[src/rtl/opendap_swd_pkg.sv]
// Shared definitions for the SWD host engine: ACK codes, phase encoding and
// the request-header builder.
package opendap_swd_pkg;

    // ACK as seen on the wire, bit0 = first bit received
    localparam logic [2:0] ACK_OK    = 3'b001;
    localparam logic [2:0] ACK_WAIT  = 3'b010;
    localparam logic [2:0] ACK_FAULT = 3'b100;

    typedef enum logic [3:0] {
        ST_IDLE,
        ST_HDR,
        ST_TRN1,
        ST_ACK,
        ST_RDATA,
        ST_TRN2,
        ST_WDATA,
        ST_LRST,
        ST_TAIL
    } swd_state_e;

    function automatic logic hdr_parity(input logic ap_ndp, input logic r_nw,
                                        input logic [1:0] addr);
        return ap_ndp ^ r_nw ^ addr[0] ^ addr[1];
    endfunction

    // Bit 0 is the first bit on the wire: start, APnDP, RnW, A2, A3, parity, stop, park
    function automatic logic [7:0] swd_header(input logic ap_ndp, input logic r_nw,
                                              input logic [1:0] addr);
        return {1'b1, 1'b0, hdr_parity(ap_ndp, r_nw, addr), addr[1], addr[0],
                r_nw, ap_ndp, 1'b1};
    endfunction

endpackage

[src/rtl/opendap_swd_host_clkgen.sv]
// SWCLK generator: toggles every CLK_DIV clk cycles while enabled, otherwise
// parks low. Strobes mark the clk edge on which swclk rises or falls.
module opendap_swd_host_clkgen #(
    parameter int CLK_DIV = 2
) (
    input  logic clk,
    input  logic rst,
    input  logic en_i,
    output logic swclk_o,
    output logic rise_o,
    output logic fall_o
);

    localparam int CW = (CLK_DIV > 1) ? $clog2(CLK_DIV) : 1;
    localparam logic [CW-1:0] CNT_LAST = CW'(CLK_DIV - 1);

    logic [CW-1:0] cnt_q;
    logic          swclk_q;
    logic          tick;

    assign tick     = en_i && (cnt_q == CNT_LAST);
    assign rise_o   = tick && !swclk_q;
    assign fall_o   = tick && swclk_q;
    assign swclk_o  = swclk_q;

    always_ff @(posedge clk or posedge rst) begin
        if (rst) begin
            cnt_q   <= '0;
            swclk_q <= 1'b0;
        end else if (!en_i) begin
            cnt_q   <= '0;
            swclk_q <= 1'b0;
        end else if (tick) begin
            cnt_q   <= '0;
            swclk_q <= ~swclk_q;
        end else begin
            cnt_q   <= cnt_q + CW'(1);
        end
    end

endmodule

[src/rtl/opendap_swd_host.sv]
// SWD host serial engine: runs one DP/AP transfer or line reset per command
// and returns one response. Bits are driven on SWCLK falls, sampled on rises.
module opendap_swd_host
    import opendap_swd_pkg::*;
#(
    parameter int CLK_DIV        = 2,
    parameter int IDLE_CYCLES    = 2,
    parameter int LINERESET_ONES = 56
) (
    input  logic        clk,
    input  logic        rst,
    output logic        swclk_o,
    output logic        swdo_o,
    output logic        swdo_en_o,
    input  logic        swdi_i,
    input  logic        cmd_valid_i,
    output logic        cmd_rdy_o,
    input  logic        cmd_linereset_i,
    input  logic        cmd_ap_ndp_i,
    input  logic        cmd_r_nw_i,
    input  logic [1:0]  cmd_addr_i,
    input  logic [31:0] cmd_wdata_i,
    output logic        rsp_valid_o,
    output logic [2:0]  rsp_ack_o,
    output logic [31:0] rsp_rdata_o,
    output logic        rsp_parity_err_o
);

    localparam int MAXB0 = (LINERESET_ONES > 33) ? LINERESET_ONES : 33;
    localparam int MAXB  = (IDLE_CYCLES > MAXB0) ? IDLE_CYCLES : MAXB0;
    localparam int BW    = $clog2(MAXB + 1);
    localparam logic [BW-1:0] HDR_LAST  = BW'(7);
    localparam logic [BW-1:0] ACK_LAST  = BW'(2);
    localparam logic [BW-1:0] DATA_LAST = BW'(32);
    localparam logic [BW-1:0] LR_LAST   = BW'(LINERESET_ONES - 1);
    localparam logic [BW-1:0] TAIL_LAST = BW'((IDLE_CYCLES > 0) ? IDLE_CYCLES - 1 : 0);
    localparam bit            HAS_TAIL  = (IDLE_CYCLES > 0);

    swd_state_e    state_q;
    logic [BW-1:0] bit_q;
    logic [6:0]    hdr_q;
    logic [32:0]   data_q;   // {parity, data}: write payload out, read payload in
    logic [2:0]    ack_q;
    logic          rnw_q;
    logic          swdo_q, swdo_en_q, cmd_rdy_q;
    logic          rsp_valid_q, rsp_perr_q;
    logic [2:0]    rsp_ack_q;
    logic [31:0]   rsp_rdata_q;

    logic       rise, fall;
    logic       rd_ok, wr_ok, body_done, finish;
    logic [7:0] hdr_w;

    opendap_swd_host_clkgen #(.CLK_DIV(CLK_DIV)) u_clkgen (
        .clk     (clk),
        .rst     (rst),
        .en_i    (state_q != ST_IDLE),
        .swclk_o (swclk_o),
        .rise_o  (rise),
        .fall_o  (fall)
    );

    assign hdr_w = swd_header(cmd_ap_ndp_i, cmd_r_nw_i, cmd_addr_i);

    always_comb begin
        rd_ok     = (ack_q == ACK_OK) && rnw_q;
        wr_ok     = (ack_q == ACK_OK) && !rnw_q;
        body_done = 1'b0;
        case (state_q)
            ST_TRN2:  body_done = !wr_ok;
            ST_WDATA: body_done = (bit_q == DATA_LAST);
            ST_LRST:  body_done = (bit_q == LR_LAST);
            default:  body_done = 1'b0;
        endcase
        finish = (body_done && !HAS_TAIL) || (state_q == ST_TAIL && bit_q == TAIL_LAST);
    end

    always_ff @(posedge clk or posedge rst) begin
        if (rst) begin
            state_q     <= ST_IDLE;
            bit_q       <= '0;
            hdr_q       <= '0;
            data_q      <= '0;
            ack_q       <= '0;
            rnw_q       <= 1'b0;
            swdo_q      <= 1'b0;
            swdo_en_q   <= 1'b0;
            cmd_rdy_q   <= 1'b1;
            rsp_valid_q <= 1'b0;
            rsp_ack_q   <= '0;
            rsp_rdata_q <= '0;
            rsp_perr_q  <= 1'b0;
        end else begin
            rsp_valid_q <= 1'b0;
            if (rsp_valid_q) cmd_rdy_q <= 1'b1;

            if (state_q == ST_IDLE) begin
                if (cmd_valid_i && cmd_rdy_q) begin
                    state_q   <= cmd_linereset_i ? ST_LRST : ST_HDR;
                    cmd_rdy_q <= 1'b0;
                    bit_q     <= '0;
                    hdr_q     <= hdr_w[7:1];
                    data_q    <= {^cmd_wdata_i, cmd_wdata_i};
                    ack_q     <= '0;
                    rnw_q     <= cmd_r_nw_i && !cmd_linereset_i;
                    swdo_q    <= cmd_linereset_i | hdr_w[0];
                    swdo_en_q <= 1'b1;
                end
            end else if (rise) begin
                if (state_q == ST_ACK)   ack_q  <= {swdi_i, ack_q[2:1]};
                if (state_q == ST_RDATA) data_q <= {swdi_i, data_q[32:1]};
            end else if (fall) begin
                if (finish) begin
                    state_q     <= ST_IDLE;
                    swdo_q      <= 1'b0;
                    swdo_en_q   <= 1'b0;
                    rsp_valid_q <= 1'b1;
                    rsp_ack_q   <= ack_q;
                    rsp_rdata_q <= rd_ok ? data_q[31:0] : 32'h0;
                    rsp_perr_q  <= rd_ok && ((^data_q[31:0]) != data_q[32]);
                end else if (body_done) begin
                    state_q   <= ST_TAIL;
                    bit_q     <= '0;
                    swdo_q    <= 1'b0;
                    swdo_en_q <= 1'b1;
                end else begin
                    bit_q <= bit_q + BW'(1);
                    case (state_q)
                        ST_HDR: begin
                            if (bit_q == HDR_LAST) begin
                                state_q   <= ST_TRN1;
                                bit_q     <= '0;
                                swdo_q    <= 1'b0;
                                swdo_en_q <= 1'b0;
                            end else begin
                                swdo_q <= hdr_q[0];
                                hdr_q  <= {1'b0, hdr_q[6:1]};
                            end
                        end
                        ST_TRN1: begin
                            state_q <= ST_ACK;
                            bit_q   <= '0;
                        end
                        ST_ACK: begin
                            if (bit_q == ACK_LAST) begin
                                state_q <= rd_ok ? ST_RDATA : ST_TRN2;
                                bit_q   <= '0;
                            end
                        end
                        ST_RDATA: begin
                            if (bit_q == DATA_LAST) begin
                                state_q <= ST_TRN2;
                                bit_q   <= '0;
                            end
                        end
                        // Only a write with ACK=OK reaches here; the turnaround hands the line back
                        ST_TRN2: begin
                            state_q   <= ST_WDATA;
                            bit_q     <= '0;
                            swdo_q    <= data_q[0];
                            swdo_en_q <= 1'b1;
                        end
                        ST_WDATA: begin
                            swdo_q <= data_q[1];
                            data_q <= {1'b0, data_q[32:1]};
                        end
                        default: ;
                    endcase
                end
            end
        end
    end

    assign swdo_o           = swdo_q;
    assign swdo_en_o        = swdo_en_q;
    assign cmd_rdy_o        = cmd_rdy_q;
    assign rsp_valid_o      = rsp_valid_q;
    assign rsp_ack_o        = rsp_ack_q;
    assign rsp_rdata_o      = rsp_rdata_q;
    assign rsp_parity_err_o = rsp_perr_q;

endmodule
[config.mk]
export PLATFORM = sky130hd
export DESIGN_NAME = opendap_swd_host
export DESIGN_NICKNAME = d
export VERILOG_FILES = /design/src/rtl/opendap_swd_pkg.sv /design/src/rtl/opendap_swd_host_clkgen.sv /design/src/rtl/opendap_swd_host.sv
export SDC_FILE = /design/constraint.sdc
export NUM_CORES = 1
export LEC_CHECK = 0
export CORE_MARGIN = 2
export CORE_UTILIZATION = 50
export CTS_BUF_LIST = sky130_fd_sc_hd__clkbuf_2
export DETAILED_ROUTE_END_ITERATION = 8
export PLACE_DENSITY_LB_ADDON = 0.12
export SYNTH_ARGS = -nofsm -noshare
export SYNTH_HDL_FRONTEND = slang
export SYNTH_HIERARCHICAL = 1
export SYNTH_SLANG_ARGS = --single-unit
export TNS_END_PERCENT = 10
[constraint.sdc]
create_clock -name clk -period 6.65 [get_ports clk]
set_input_delay 1.33 -clock clk [delete_from_list [all_inputs] [get_ports clk]]
set_output_delay 1.33 -clock clk [all_outputs]
set_load 0.05 [all_outputs]
==> results.sh <==
export IMPL_grt_pass1_vias=4117
export IMPL_power_density_cell_area_mw_per_mm2=431
export IMPL_worst_clock_skew_ns=0.0268
export IMPL_finalSetupViolCount=0
export IMPL_clkLatencyLatePin_ns=0.55
export IMPL_power_switching_fraction_pct=44.0
export IMPL_cts_sinks=96
export IMPL_design_portCount=82
export IMPL_drt_first_pass_iters=5
export IMPL_synth_top_cell_area_share_pct=46.1
export IMPL_grt_overflow_total=0
export IMPL_antenna_found_initial=0
export IMPL_post_dp_hpwl_um=8160
export IMPL_chipWidth_um=106
export IMPL_ys_seq_elements=96
export IMPL_yosys_warnings=6
export IMPL_cts_htree_levels=3
export IMPL_worst_setup_path_end_kind="flop"
export IMPL_post_cts_resized=0
export IMPL_slew_headroom_pct=45.0
export IMPL_wl_per_cell_um=14.8
export IMPL_startpoint_type="flop"
export IMPL_post_cts_repair_setup_buffers=0
export IMPL_via_count=4316
export IMPL_switchingPower_mw=1.16
export IMPL_post_synth_instance_area_mm2=0.00516
export IMPL_drt_antenna_violating_nets=0
export IMPL_initialDrtViolationCount=380
export IMPL_syn_num_nets=636
export IMPL_synthesis_instances=591
export IMPL_critical_path_max_fanout=65
export IMPL_worst_endpoint_required_ns=7.12
export IMPL_timing_setup_tns_ns=0
export IMPL_postSynthAreaPerCell_um2=8.73
export IMPL_die_h_um=106
export IMPL_place_gp_congestion=0.902
export IMPL_wirelength_um=11800
export IMPL_setup_ws_ns=3.09
export IMPL_drive_above_1_share_pct=6.07
export IMPL_synthTopCellsByArea="sky130_fd_sc_hd__dfrtp_1, sky130_fd_sc_hd__nand2_1, sky130_fd_sc_hd__xnor2_1"
export IMPL_number_of_synthesized_flops_with_an_enable_pin=0
export IMPL_pwr_share_seq_pct=37.3
export IMPL_detailedPlace_worstSlack_ns=3.13
export IMPL_first_pass_grt_wire_length_um=20100
export IMPL_grt_use_total_pct=22.3
export IMPL_placementRows=37
export IMPL_placeableCoreArea_mm2=0.0102
export IMPL_numCtsBuffers=9
export IMPL_fmax_achieved_mhz=281
export IMPL_async_reset_ff_share_pct=100
export IMPL_finalMaxSlewViolations=0
export IMPL_cts_tree="built"
export IMPL_cell_internal_pwr_mw=1.48
export IMPL_setup_repair_after_global_routing_missed_its_margin="false"
export IMPL_yosysTopAreaCell="sky130_fd_sc_hd__dfrtp_1"
export IMPL_maxCapViolCount=0
export IMPL_number_of_hold_slack_violations_in_the_final_timing_report=0
export IMPL_nFillCells=944
export IMPL_layout_min_cycle_time_ns=3.56
export IMPL_synth_distinct_cells=54
export IMPL_finalNetCount=699
export IMPL_power_mw=2.64
export IMPL_clock_power_share_pct=9.0
export IMPL_ratio_of_final_minimum_period_to_clock_period_pct=53.5
export IMPL_outcome="finished clean"
export IMPL_num_antenna_cells=0
export IMPL_worst_margin_slew_ns=0.825
export IMPL_start_util_pct=50.7
export IMPL_synthFlopType="sky130_fd_sc_hd__dfrtp_1"
export IMPL_p_leak_nw=2.69
export IMPL_postLayoutCoreUtil_pct=60.1
export IMPL_postCtsHoldBufs=0
export IMPL_post_synth_most_frequent_cells="sky130_fd_sc_hd__nand2_1, sky130_fd_sc_hd__dfrtp_1, sky130_fd_sc_hd__xnor2_1, sky130_fd_sc_hd__nor2_1, sky130_fd_sc_hd__nand3_1"
export IMPL_avgViaCountPerCell=5.43
export IMPL_timing_setup_critical_path_class="reg2reg"
export IMPL_portBuffers=81
export IMPL_remaining_drc_errors=0
export IMPL_syn2layout_area_growth_pct=18.7
export IMPL_vdd_ir_drop_worst_mv=0.284
export IMPL_clk_pin_slew_worst_paths_ns=0.24
export IMPL_pin_count_of_the_biggest_net_entering_global_routing=67
export IMPL_cts_root_buf="sky130_fd_sc_hd__clkbuf_2"
export IMPL_clock_tree_buffer_depth=2
export IMPL_power_frac_comb_pct=53.7
export IMPL_hold_path_class="reg2reg"
export IMPL_synthMostInstantiatedCell="sky130_fd_sc_hd__nand2_1"
export IMPL_critPathArrivalTime_ns=4.03
export IMPL_synth_seq_area_share_pct=46.6
export IMPL_dieArea_mm2=0.0112
-- cells by family (layout without fill, tap and decap cells) --
kind of cell	after synthesis	after routing	synth area share [%]
AO/OA/AOI/OAI	92	92	10.8
flip-flops	96	96	46.6
AND/OR/NAND/NOR	282	282	24.7
XOR/XNOR	66	66	11.5
adder cells (fa/ha/maj)	4	4	0.970
multiplexers	8	8	1.62
buffers and inverters	43	111	3.85
-- metal layers --
layer | track usage [%] | routed length [um]
met4 | 8.55 | 196
met2 | 32.5 | 5210
met5 | 0 | 0
met3 | 3.09 | 535
met1 | 33.7 | 5810
-- through the flow --
| stage | std cells | cell area, um^2 | hold WS (ns) |
|---|---|---|---|
| CTS | 795 | 6120 | 0.504 |
| global placement | 779 | 6040 | 0.448 |
| finish | 795 | 6120 | 0.495 |
| global route | 795 | 6120 | 0.527 |
| detailed placement | 779 | 6040 | 0.455 |
| floorplan | 591 | 5160 | 0.449 |
-- worst max-delay path, cell delays in order (launching register included) --
cell and delay, ns:
sky130_fd_sc_hd__dfrtp_1 0.80, sky130_fd_sc_hd__nor4_4 0.11, sky130_fd_sc_hd__inv_2 0.53, sky130_fd_sc_hd__nand2_1 0.10
sky130_fd_sc_hd__nor2_1 0.44, sky130_fd_sc_hd__nor2_1 0.09, sky130_fd_sc_hd__a211oi_1 0.21, sky130_fd_sc_hd__o21ai_1 0.13
sky130_fd_sc_hd__o22ai_4 0.16, sky130_fd_sc_hd__buf_4 0.51, sky130_fd_sc_hd__mux2_2 0.40
-- path summary, 6_finish.rpt --
kind	startpoint	end	slack, ns	cells after the start
setup / recovery	state_q[0]$_DFFE_PP0P_	data_q[32]$_DFFE_PP0P_	3.09	10
hold / removal	rsp_rdata_o[24]$_DFFE_PP0P_	rsp_rdata_o[24]$_DFFE_PP0P_	0.50	2
setup reg to reg	state_q[0]$_DFFE_PP0P_	data_q[32]$_DFFE_PP0P_	3.09	10
hold reg to reg	rsp_rdata_o[24]$_DFFE_PP0P_	rsp_rdata_o[24]$_DFFE_PP0P_	0.50	2
max in group asynchronous	rst	data_q[2]$_DFFE_PP0P_	4.31	3
min in group asynchronous	rst	u_clkgen/cnt_q$_DFF_PP0_	0.98	2
-- sequential cells by signal (all words and copies together) (netlist names), 3 cells and up --
name and count:
rsp_ack_o 3, rsp_rdata_o 32, hdr_q 7, ack_q 3, state_q 4, data_q 33, bit_q 6
-- cell usage in the layout, fill, tap and decap left out, drive strengths merged, types with 2 or more instances in the layout --
cell	synthesis	routed
mux2	3	3
a31oi	35	35
a21oi	14	14
nand2	160	160
nor4b	6	6
nand3b	2	2
o22ai	3	3
or3	2	2
nor4	2	2
dfrtp	95	95
and3	4	4
xnor2	55	55
buf	15	6
o21ai	23	23
mux2i	5	5
nand3	38	38
nand2b	3	3
clkdlybuf4s50	0	81
a211oi	2	2
and2	2	2
a21o	4	4
o21a	4	4
clkinv	0	6
nor3	6	6
xor2	10	10
a22o	3	3
clkbuf	20	10
nor2	48	48
inv	8	7
ha	4	4
-- layout make-up --
type | instances | area, um^2 | share of cell area, %
tap | 136 | 170 | 2.78
inverter | 8 | 31.3 | 0.511
clock buffer | 10 | 50.0 | 0.817
sequential | 96 | 2400 | 39.2
clock inverter | 6 | 36.3 | 0.592
timing repair buffer | 87 | 856 | 14.0
multi-input combinational | 452 | 2580 | 42.1
-- power by group through the flow --
stage / Clock [mW] / Sequential, mW / Combinational (mW)
6_report: 0.238 / 0.983 / 1.42
2_1_floorplan: 0 / 0.962 / 1.14
3_5_place_dp: 0 / 0.992 / 1.42
4_1_cts: 0.248 / 0.980 / 1.43
5_1_grt: 0.268 / 1.01 / 1.60
3_3_place_gp: 0 / 0.983 / 1.40
Note: power is estimated with default switching activity, not from simulation.
